==> src/rtl/adc_interface_gen.sv <==
// ADC receive front end: input register, closed-loop DC removal with saturation, windowed overload
// counting and an atomically committed I/Q crossbar to the DDC bank. ADC_IF_PEAK_EN adds a peak output.
module adc_interface_gen #(
   parameter int         N_ADC      = 4,
   parameter int         ADC_W      = 12,
   parameter int         N_DDC      = 4,
   parameter logic [6:0] BASE_ADDR  = 7'd40,
   parameter int         LOOP_SHIFT = 16,
   parameter int         WIN_LOG2   = 16
) (
   input  logic                   clock,
   input  logic                   reset,
   input  logic                   enable,
   input  logic [6:0]             serial_addr,
   input  logic [31:0]            serial_data,
   input  logic                   serial_strobe,
   input  logic                   frame_sync,
   input  logic [N_ADC*ADC_W-1:0] adc_in,
   output logic [N_DDC*16-1:0]    ddc_i,
   output logic [N_DDC*16-1:0]    ddc_q,
   output logic [N_ADC*16-1:0]    over_count,
`ifdef ADC_IF_PEAK_EN
   output logic [N_ADC*16-1:0]    peak,
`endif
   output logic                   mux_pending
);
   localparam int ACC_W = 16 + LOOP_SHIFT;
   // Overload codes are the two full-scale rails of the converter.
   localparam logic [ADC_W-1:0] CODE_POS = {1'b0, {(ADC_W-1){1'b1}}};
   localparam logic [ADC_W-1:0] CODE_NEG = {1'b1, {(ADC_W-1){1'b0}}};

   logic wr_ctrl, wr_shadow, wr_commit, wr_offset;
   logic shadow_ok, commit, wrap;
   logic [N_ADC-1:0]    dc_en_q;
   logic                real_q;
   logic                pending_q, pending_d;
   logic [WIN_LOG2-1:0] win_q;
   logic [15:0]         corr_pad [16];
   logic                unused_data;

   assign wr_ctrl   = serial_strobe && (serial_addr == BASE_ADDR);
   assign wr_shadow = serial_strobe && (serial_addr == BASE_ADDR + 7'd1);
   assign wr_commit = serial_strobe && (serial_addr == BASE_ADDR + 7'd2);
   assign wr_offset = serial_strobe && (serial_addr == BASE_ADDR + 7'd3);
   assign shadow_ok = wr_shadow && (serial_data[3:0] < 4'(N_DDC));
   assign commit    = wr_commit || (frame_sync && pending_q);
   assign wrap      = enable && (&win_q);
   assign unused_data = ^serial_data[15:12];

   // A shadow write colliding with a commit leaves the map pending.
   always_comb begin
      pending_d = pending_q;
      if (commit)    pending_d = 1'b0;
      if (shadow_ok) pending_d = 1'b1;
   end

   always_ff @(posedge clock) begin
      if (!reset) begin
         dc_en_q   <= '0;
         real_q    <= 1'b0;
         pending_q <= 1'b0;
         win_q     <= '0;
      end else begin
         if (wr_ctrl) begin
            dc_en_q <= serial_data[N_ADC-1:0];
            real_q  <= serial_data[16];
         end
         pending_q <= pending_d;
         if (enable) win_q <= win_q + WIN_LOG2'(1);
      end
   end

   assign mux_pending = pending_q;

   for (genvar gi = 0; gi < N_ADC; gi++) begin : g_ch
      logic [ADC_W-1:0] adc_q;
      logic [ACC_W-1:0] acc_q, acc_d;
      logic [15:0]      x16, offset, corr_d, corr_q, cnt_q, cnt_d, over_q;
      logic [16:0]      diff;
      logic             is_over, off_hit;

      assign x16    = {{(16-ADC_W){adc_q[ADC_W-1]}}, adc_q} << (15 - ADC_W);
      assign offset = acc_q[ACC_W-1 -: 16];
      assign diff   = {x16[15], x16} - {offset[15], offset};

      always_comb begin
         corr_d = diff[15:0];
         if (diff[16] != diff[15]) corr_d = diff[16] ? 16'h8000 : 16'h7FFF;
      end

      assign off_hit = wr_offset && (serial_data[3:0] == 4'(gi));

      // A preset offset overrides the loop update in the same cycle.
      always_comb begin
         acc_d = acc_q;
         if (off_hit)
            acc_d = {serial_data[31:16], {LOOP_SHIFT{1'b0}}};
         else if (dc_en_q[gi])
            acc_d = acc_q + {{LOOP_SHIFT{corr_d[15]}}, corr_d};
      end

      assign is_over = (adc_q == CODE_POS) || (adc_q == CODE_NEG);

      always_comb begin
         cnt_d = cnt_q;
         if (wrap)
            cnt_d = {15'd0, is_over};
         else if (enable && is_over && (cnt_q != 16'hFFFF))
            cnt_d = cnt_q + 16'd1;
      end

      always_ff @(posedge clock) begin
         if (!reset) begin
            adc_q  <= '0;
            acc_q  <= '0;
            corr_q <= '0;
            cnt_q  <= '0;
            over_q <= '0;
         end else begin
            adc_q  <= adc_in[gi*ADC_W +: ADC_W];
            acc_q  <= acc_d;
            corr_q <= corr_d;
            cnt_q  <= cnt_d;
            if (wrap) over_q <= cnt_q;
         end
      end

      assign corr_pad[gi]                = corr_q;
      assign over_count[gi*16 +: 16]     = over_q;

`ifdef ADC_IF_PEAK_EN
      logic [15:0] mag, pk_q, pk_d, peak_q;

      always_comb begin
         mag = x16[15] ? 16'(-x16) : x16;
         if (x16 == 16'h8000) mag = 16'h7FFF;
         pk_d = pk_q;
         if (wrap)
            pk_d = mag;
         else if (enable && (mag > pk_q))
            pk_d = mag;
      end

      always_ff @(posedge clock) begin
         if (!reset) begin
            pk_q   <= '0;
            peak_q <= '0;
         end else begin
            pk_q <= pk_d;
            if (wrap) peak_q <= pk_q;
         end
      end

      assign peak[gi*16 +: 16] = peak_q;
`endif
   end

   // Unpopulated select codes read as zero.
   for (genvar gi = N_ADC; gi < 16; gi++) begin : g_pad
      assign corr_pad[gi] = '0;
   end

   for (genvar gi = 0; gi < N_DDC; gi++) begin : g_ddc
      logic [3:0]  isel_sh_q, qsel_sh_q, isel_q, qsel_q;
      logic [15:0] i_q, q_q;
      logic        sh_hit;

      assign sh_hit = wr_shadow && (serial_data[3:0] == 4'(gi));

      always_ff @(posedge clock) begin
         if (!reset) begin
            isel_sh_q <= '0;
            qsel_sh_q <= '0;
            isel_q    <= '0;
            qsel_q    <= '0;
            i_q       <= '0;
            q_q       <= '0;
         end else begin
            if (commit) begin
               isel_q <= isel_sh_q;
               qsel_q <= qsel_sh_q;
            end
            if (sh_hit) begin
               isel_sh_q <= serial_data[7:4];
               qsel_sh_q <= serial_data[11:8];
            end
            i_q <= corr_pad[isel_q];
            q_q <= real_q ? 16'd0 : corr_pad[qsel_q];
         end
      end

      assign ddc_i[gi*16 +: 16] = i_q;
      assign ddc_q[gi*16 +: 16] = q_q;
   end
endmodule

==> config.mk <==
export PLATFORM = sky130hd
export DESIGN_NAME = adc_interface_gen
export DESIGN_NICKNAME = d
export VERILOG_FILES = /design/src/rtl/adc_interface_gen.sv
export SDC_FILE = /design/constraint.sdc
export NUM_CORES = 1
export LEC_CHECK = 0
export CORE_MARGIN = 2
export CORE_UTILIZATION = 45
export DETAILED_ROUTE_END_ITERATION = 12
export PLACE_DENSITY = 0.67
export SYNTH_ARGS = -nofsm -noshare
export SYNTH_HDL_FRONTEND = slang
export SYNTH_SLANG_ARGS = --single-unit
export TNS_END_PERCENT = 1
==> constraint.sdc <==
create_clock -name clock -period 6.06 [get_ports clock]
set_input_delay 1.212 -clock clock [delete_from_list [all_inputs] [get_ports clock]]
set_output_delay 1.212 -clock clock [all_outputs]
set_load 0.01 [all_outputs]
Word level (Yosys, flattened, before mapping) --
Cells that the tools add are included.
Word-level totals: flip-flop bits (word level) 582, input bits 92, output and inout port bits 193, word-level logic and storage cells 205
Operators by class: add/sub/neg operators 13, order comparisons 9, equal/unequal tests 23, multiplexer cells 50, bitwise logic cells 9, reductions and logical operators 45
Operators by type and width (count):
- $bmux 16 s4 | 8
- $mux 16 | 24
- $mux 32 | 8
- $add 32x32->32 | 4
- $add 16x1->16 const B | 5
- $sub 15x16->17 | 4
- $ne 16x16->1 const B | 4
- $eq 12x11->1 const B | 4
- $eq 12x12->1 const B | 4
- $ge 5x5->1 const B | 8
- $not 4->5 | 8
- $eq 7x6->1 const B | 4
- $logic_and 1x1->1 | 23
- $reduce_bool 2->1 | 9
- $reduce_and 16->1 | 1
- $reduce_or 2->1 | 6
- $mux 1 | 10
- $eq 4x2->1 const B | 2
- $logic_or 1x1->1 | 5
- $eq 4x1->1 const B | 1
- $logic_not 4->1 | 1
- $lt 4x3->1 const B | 1
- $ne 1x1->1 | 4
- $not 1->1 | 1

Longest topological paths before layout --
Gate-level depths: netlist of the first run.
depth after elaboration 6, depth in mapped cells 29, mapped depth without buffers 28

Least setup slack after synthesis of the first run --
OpenSTA, ideal clock, no wires.
path kind register to register, from reg g_ch[2].acc_q[19], to reg g_ch[2].acc_q[30], library setup time 0.122 ns, arrival 5.730 ns, required time 5.938 ns, slack 0.208 ns, cell stages (with the launch flop) 30, path buffers 1, clock period less this slack 5.852 ns, cells stage by stage dfxtp_1 -> inv_1 -> ha_1 -> nor4b_1 -> o21ai_0 -> nand2b_1 -> a21o_1 -> a41o_1 -> o31ai_1 -> o21ai_1 -> a21o_1 -> a21o_1 -> xor2_1 -> ha_1 -> inv_1 -> or2_2 -> clkbuf_1 -> o21ai_0 -> ha_1 -> fa_1 -> a21oi_1 -> o21ai_1 -> a2111oi_2 -> o31a_1 -> a22oi_1 -> a211oi_1 -> o31ai_1 -> o221ai_1 -> xor2_1 -> o21ai_0
Between the ends: longest elaborated chain between the ends 6, elaborated cells between the ends (all ways) 7, classes of those cells add/sub (2); eq/ne (1); mux (4)
Ends and longest elaborated chain:
- start: declaration | RTL line 77 | logic [ACC_W-1:0] acc_q, acc_d;
- start signal: assignment | RTL line 115 | acc_q <= '0;
- start signal: assignment | RTL line 121 | acc_q <= acc_d;
- $sub 15x16->17 * | RTL line 84 | assign diff = {x16[15], x16} - {offset[15], offset};
- $mux 16 / $ne 1x1->1 (equally long branches) | RTL line 88 | if (diff[16] != diff[15]) corr_d = diff[16] ? 16'h8000 : 16'h7FFF;
- $mux 16 * | RTL line 88
- named net g_ch[2].corr_d[0] | RTL line 78 | logic [15:0] x16, offset, corr_d, corr_q, cnt_q, cnt_d, over_q;
- $add 32x32->32 * | RTL line 99 | acc_d = acc_q + {{LOOP_SHIFT{corr_d[15]}}, corr_d};
- $mux 32 * | RTL line 98 | else if (dc_en_q[gi])
- $mux 32 * | RTL line 96 | if (off_hit)
Mark *: on every way through the listed nets, which the timed path passes. The rest lies on a longest branch. The select of a mux whose other input is x is not followed. A chain may end at the register's enable or synchronous reset.

Worst setup path after layout of the first run --
from reg g_ch[1].acc_q[16], to reg g_ch[1].acc_q[30]
Between the ends: longest elaborated chain between the ends 6, elaborated cells between the ends (all ways) 7, classes of those cells add/sub (2); eq/ne (1); mux (4)
Ends and longest elaborated chain (RTL line):
- start: declaration | 77
- start signal: assignment | 115
- start signal: assignment | 121
- $sub 15x16->17 * | 84
- $mux 16 / $ne 1x1->1 (equally long branches) | 88
- $mux 16 * | 88
- named net g_ch[1].corr_d[0] | 78
- $add 32x32->32 * | 99
- $mux 32 * | 98
- $mux 32 * | 96
Marked as above.

==> results of run 1 <==
==> worst max-delay path, stage by stage (launching register included) <==
cell and delay, ps:
dfxtp_1 380, inv_1 100, ha_1 230, and3b_1 190, o21ai_0 210, a21oi_1 130
o31ai_1 450, o211ai_1 190, a31oi_1 200, a31oi_1 190, inv_1 130, ha_1 280
nand2_4 120, o21ai_1 120, ha_2 210, fa_1 440, a211oi_2 190, o21bai_1 110
a211oi_2 320, o31ai_4 150, a2111oi_4 430, o41ai_2 120, a2111o_1 420, a31oi_1 200
xor2_1 160, o21ai_1 70
==> routing by layer <==
metal / wire length [microns] / GRT usage, % / vias to the layer above
met4: 2921 / 9.020 / 4
met3: 5967 / 3.458 / 158
met1: 41290 / 33.68 / 12728
li1: - / - / 13226
met2: 42360 / 40.15 / 897
met5: 26 / 0 / -
==> layout make-up <==
cell class	count	area, sq um
Tap cell	940	1176
Clock inverter	33	481.7
Fill cell	6309	31390
Timing Repair Buffer	391	3650
Sequential cell	582	11660
Multi-Input combinational cell	2671	19310
Inverter	132	500.5
Clock buffer	88	1854
Antenna cell	4	10.01
==> logic make-up (layout without fill, tap and decap cells) <==
| family | Yosys count | after routing |
|---|---|---|
| other | 0 | 4 |
| multiplexers | 233 | 233 |
| XOR/XNOR | 220 | 220 |
| AND/OR/NAND/NOR | 1218 | 1218 |
| adder cells (fa/ha/maj) | 198 | 198 |
| AO/OA/AOI/OAI | 802 | 802 |
| flip-flops | 582 | 582 |
| buffers and inverters | 302 | 644 |
==> worst max-delay path by stage <==
stage / startpoint / end / slack (ps) / cells after the start
floorplan: g_ch[2].acc_q[19]$_SDFFE_PN0P_ / g_ch[2].acc_q[30]$_SDFFE_PN0P_ / 210 / 29
global placement: g_ch[1].acc_q[19]$_SDFFE_PN0P_ / g_ch[1].acc_q[30]$_SDFFE_PN0P_ / -70 / 27
detailed placement: g_ch[3].acc_q[19]$_SDFFE_PN0P_ / g_ch[3].acc_q[30]$_SDFFE_PN0P_ / -90 / 28
CTS: g_ch[3].acc_q[19]$_SDFFE_PN0P_ / g_ch[3].acc_q[30]$_SDFFE_PN0P_ / -0.0004 / 28
global route: g_ch[2].acc_q[19]$_SDFFE_PN0P_ / g_ch[2].acc_q[28]$_SDFFE_PN0P_ / -110 / 29
finish: g_ch[1].acc_q[16]$_SDFFE_PN0P_ / g_ch[1].acc_q[30]$_SDFFE_PN0P_ / 170 / 25
==> power breakdown <==
group | internal [W] | leakage [nW] | total [W] | switching [W]
Clock | 0.00254 | 1.13 | 0.00426 | 0.00172
Combinational | 0.000986 | 9.20 | 0.00216 | 0.00117
Sequential | 0.00401 | 4.74 | 0.00425 | 0.000244
Total | 0.00753 | 15.1 | 0.0107 | 0.00314
==> flip-flops by register name, summed over array words and instances (netlist names), 48 cells and up <==
signal,flops
g_ch.corr_q,64
g_ch.over_q,64
g_ch.adc_q,48
g_ch.cnt_q,64
g_ddc.i_q,64
g_ch.acc_q,128
g_ddc.q_q,64
==> layout by cell type, fill, tap and decap left out, types with 31 or more instances in the layout <==
cell type and n:
a211oi_1 36, a21o_1 63, a21oi_1 310, and2_1 73, and3_1 87, buf_4 110, clkbuf_16 66, clkdlybuf4s50_1 279
dfxtp_1 578, ha_1 192, inv_1 130, mux2i_1 103, mux4_2 128, nand2_1 349, nand3_1 78, nand4_1 31
nor2_1 369, nor2b_1 87, o21ai_0 179, xnor2_1 115, xor2_1 105
==> through the flow <==
stage	total power, W	cells
after floorplan	0.005575	3555
after CTS	0.01066	4828
after global placement	0.006359	4707
after global routing	0.01109	4839
after detailed placement	0.006388	4707
final	0.01066	4841
==> what timing repair did <==
action	in CTS	in global routing
pin swaps	0	29
gates resized for setup	8	58
endpoints found under the setup margin	10	43
setup buffers	0	9
hold endpoints to repair	0	0
==> impl_metrics.env, run 1 <==
export IMPL_status="completed"
export IMPL_wirelength_microns=92560
export IMPL_place_ws_ps=-86.66
export IMPL_finalHoldViolations=0
export IMPL_cts_buffer_depth=3
export IMPL_synthCells=3555
export IMPL_synth_compound_area_share_pct=15.31
export IMPL_yosys_cell_count_top_type="dfxtp_1"
export IMPL_netlist_area_sq_um=31810
export IMPL_fin_crit_sh_pct=97.24
export IMPL_drive_gt1_share_pct=11.09
export IMPL_yosysWarnings=0
export IMPL_r2r_slack_ps=170
export IMPL_overflow=0
export IMPL_syn2layout_area_growth_pct=21.44
export IMPL_hold_path_class="register to register"
export IMPL_finalNetCount=4134
export IMPL_cts_root_buf="clkbuf_16"
export IMPL_synthSimpleGateAreaFrac_pct=18.17
export IMPL_die_x_microns=269.9
export IMPL_r2r_start="g_ch[1].acc_q[16]$_SDFFE_PN0P_"
export IMPL_cts_buffers=66
export IMPL_p_per_area_nw_per_um2=276.0
export IMPL_grt_pass1_wl_microns=144200
export IMPL_chipHeight_microns=269.9
export IMPL_hold_buffers=0
export IMPL_rsz0062_at_grt="yes"
export IMPL_ir_worst_vdd_mv=0.2274
export IMPL_fin_skew_ps=36.20
export IMPL_floorplan_initialDensity_pct=45.43
export IMPL_drv_cap=0
export IMPL_ys_ff_latch=582
export IMPL_post_route_util_pct=55.17
export IMPL_r2r_cells=25
export IMPL_yosys_cell_types_count=80
export IMPL_synth_area_leader_cell="dfxtp_1"
export IMPL_synth_area_leaders="dfxtp_1, mux4_2, ha_1"
export IMPL_cts_tree="yes"
export IMPL_path_clk_slew_ps=60
export IMPL_htreeDepth=3
export IMPL_yosys_area_share_adder_pct=7.881
export IMPL_synth_edf_count=0
export IMPL_relSlewSlack_pct=21.30
export IMPL_drt_pass1_iter_count=5
export IMPL_rr_endpoint="g_ch[1].acc_q[30]$_SDFFE_PN0P_"
export IMPL_core_area_sq_um=70030
export IMPL_post_drt_via_cell_ratio=5.580
export IMPL_clock_sinks=582
export IMPL_routabilityCongestion=0.9305
export IMPL_port_buffers=280
export IMPL_first_iter_violations=2097
export IMPL_drc=0
export IMPL_synth_top_family_by_area="simple AND/OR/NAND/NOR gates"
export IMPL_std_cell_rows=97
export IMPL_antenna_found_initial=9
export IMPL_hold_slack_ps=420.9
export IMPL_synth_xor_area_share_pct=6.057
export IMPL_final_antenna_net_count=0
export IMPL_dp_hpwl_microns=68140
export IMPL_synth_top_cell_area_share_pct=36.62
export IMPL_placed_cell_area_sq_um=35960
export IMPL_finalSetupViolCount=0
export IMPL_async_flop_share_pct=0
export IMPL_grt_pass1_vias=25353
export IMPL_crit_arrival_ps=6360
export IMPL_fin_setup_tns_ps=0
export IMPL_via_count=27013
export IMPL_cp_required_ps=6530
export IMPL_yosysSeqAreaShare_pct=36.62
export IMPL_synth_area_mux_share_pct=12.37
export IMPL_insertion_delay_ps=630
export IMPL_startpoint_type="register"
export IMPL_synth_common_cells="dfxtp_1, nor2_1, nand2_1"
export IMPL_critPathKind="register to register"
export IMPL_worstMarginPinSlew_ps=1176
export IMPL_period_needed_ps=5893
export IMPL_grt_usage_pct=24.78
export IMPL_die_area_sq_um=72840
export IMPL_fin_ws_ps=167.4
export IMPL_leakage_nw=15.07
export IMPL_hp_start="g_ddc[1].isel_sh_q[3]$_SDFFE_PN0P_"
export IMPL_cp_end_kind="register"
export IMPL_grt_max_degree=119
export IMPL_path_max_fanout=8
export IMPL_drv_slew=0
export IMPL_hold_end="g_ddc[1].isel_q[3]$_SDFFE_PN0P_"
export IMPL_synth_main_ff_cell="dfxtp_1"
export IMPL_syn_area_per_cell_sq_um=8.949
export IMPL_hold_depth=2
export IMPL_num_io_pins=285
export IMPL_fin_area_sq_um=38630
export IMPL_fmax_mhz=169.7
export IMPL_wire_per_inst_microns=19.12
export IMPL_synth_nets=3845
No activity file was read; power rests on OpenSTA's default activity.
==> run 2, diff against run 1 <==
ABC_CLOCK_PERIOD_IN_PS = 6060   (was default)
==> results of run 2 <==
Same layout as run 1: the final DEF is identical, and so are final timing and power.
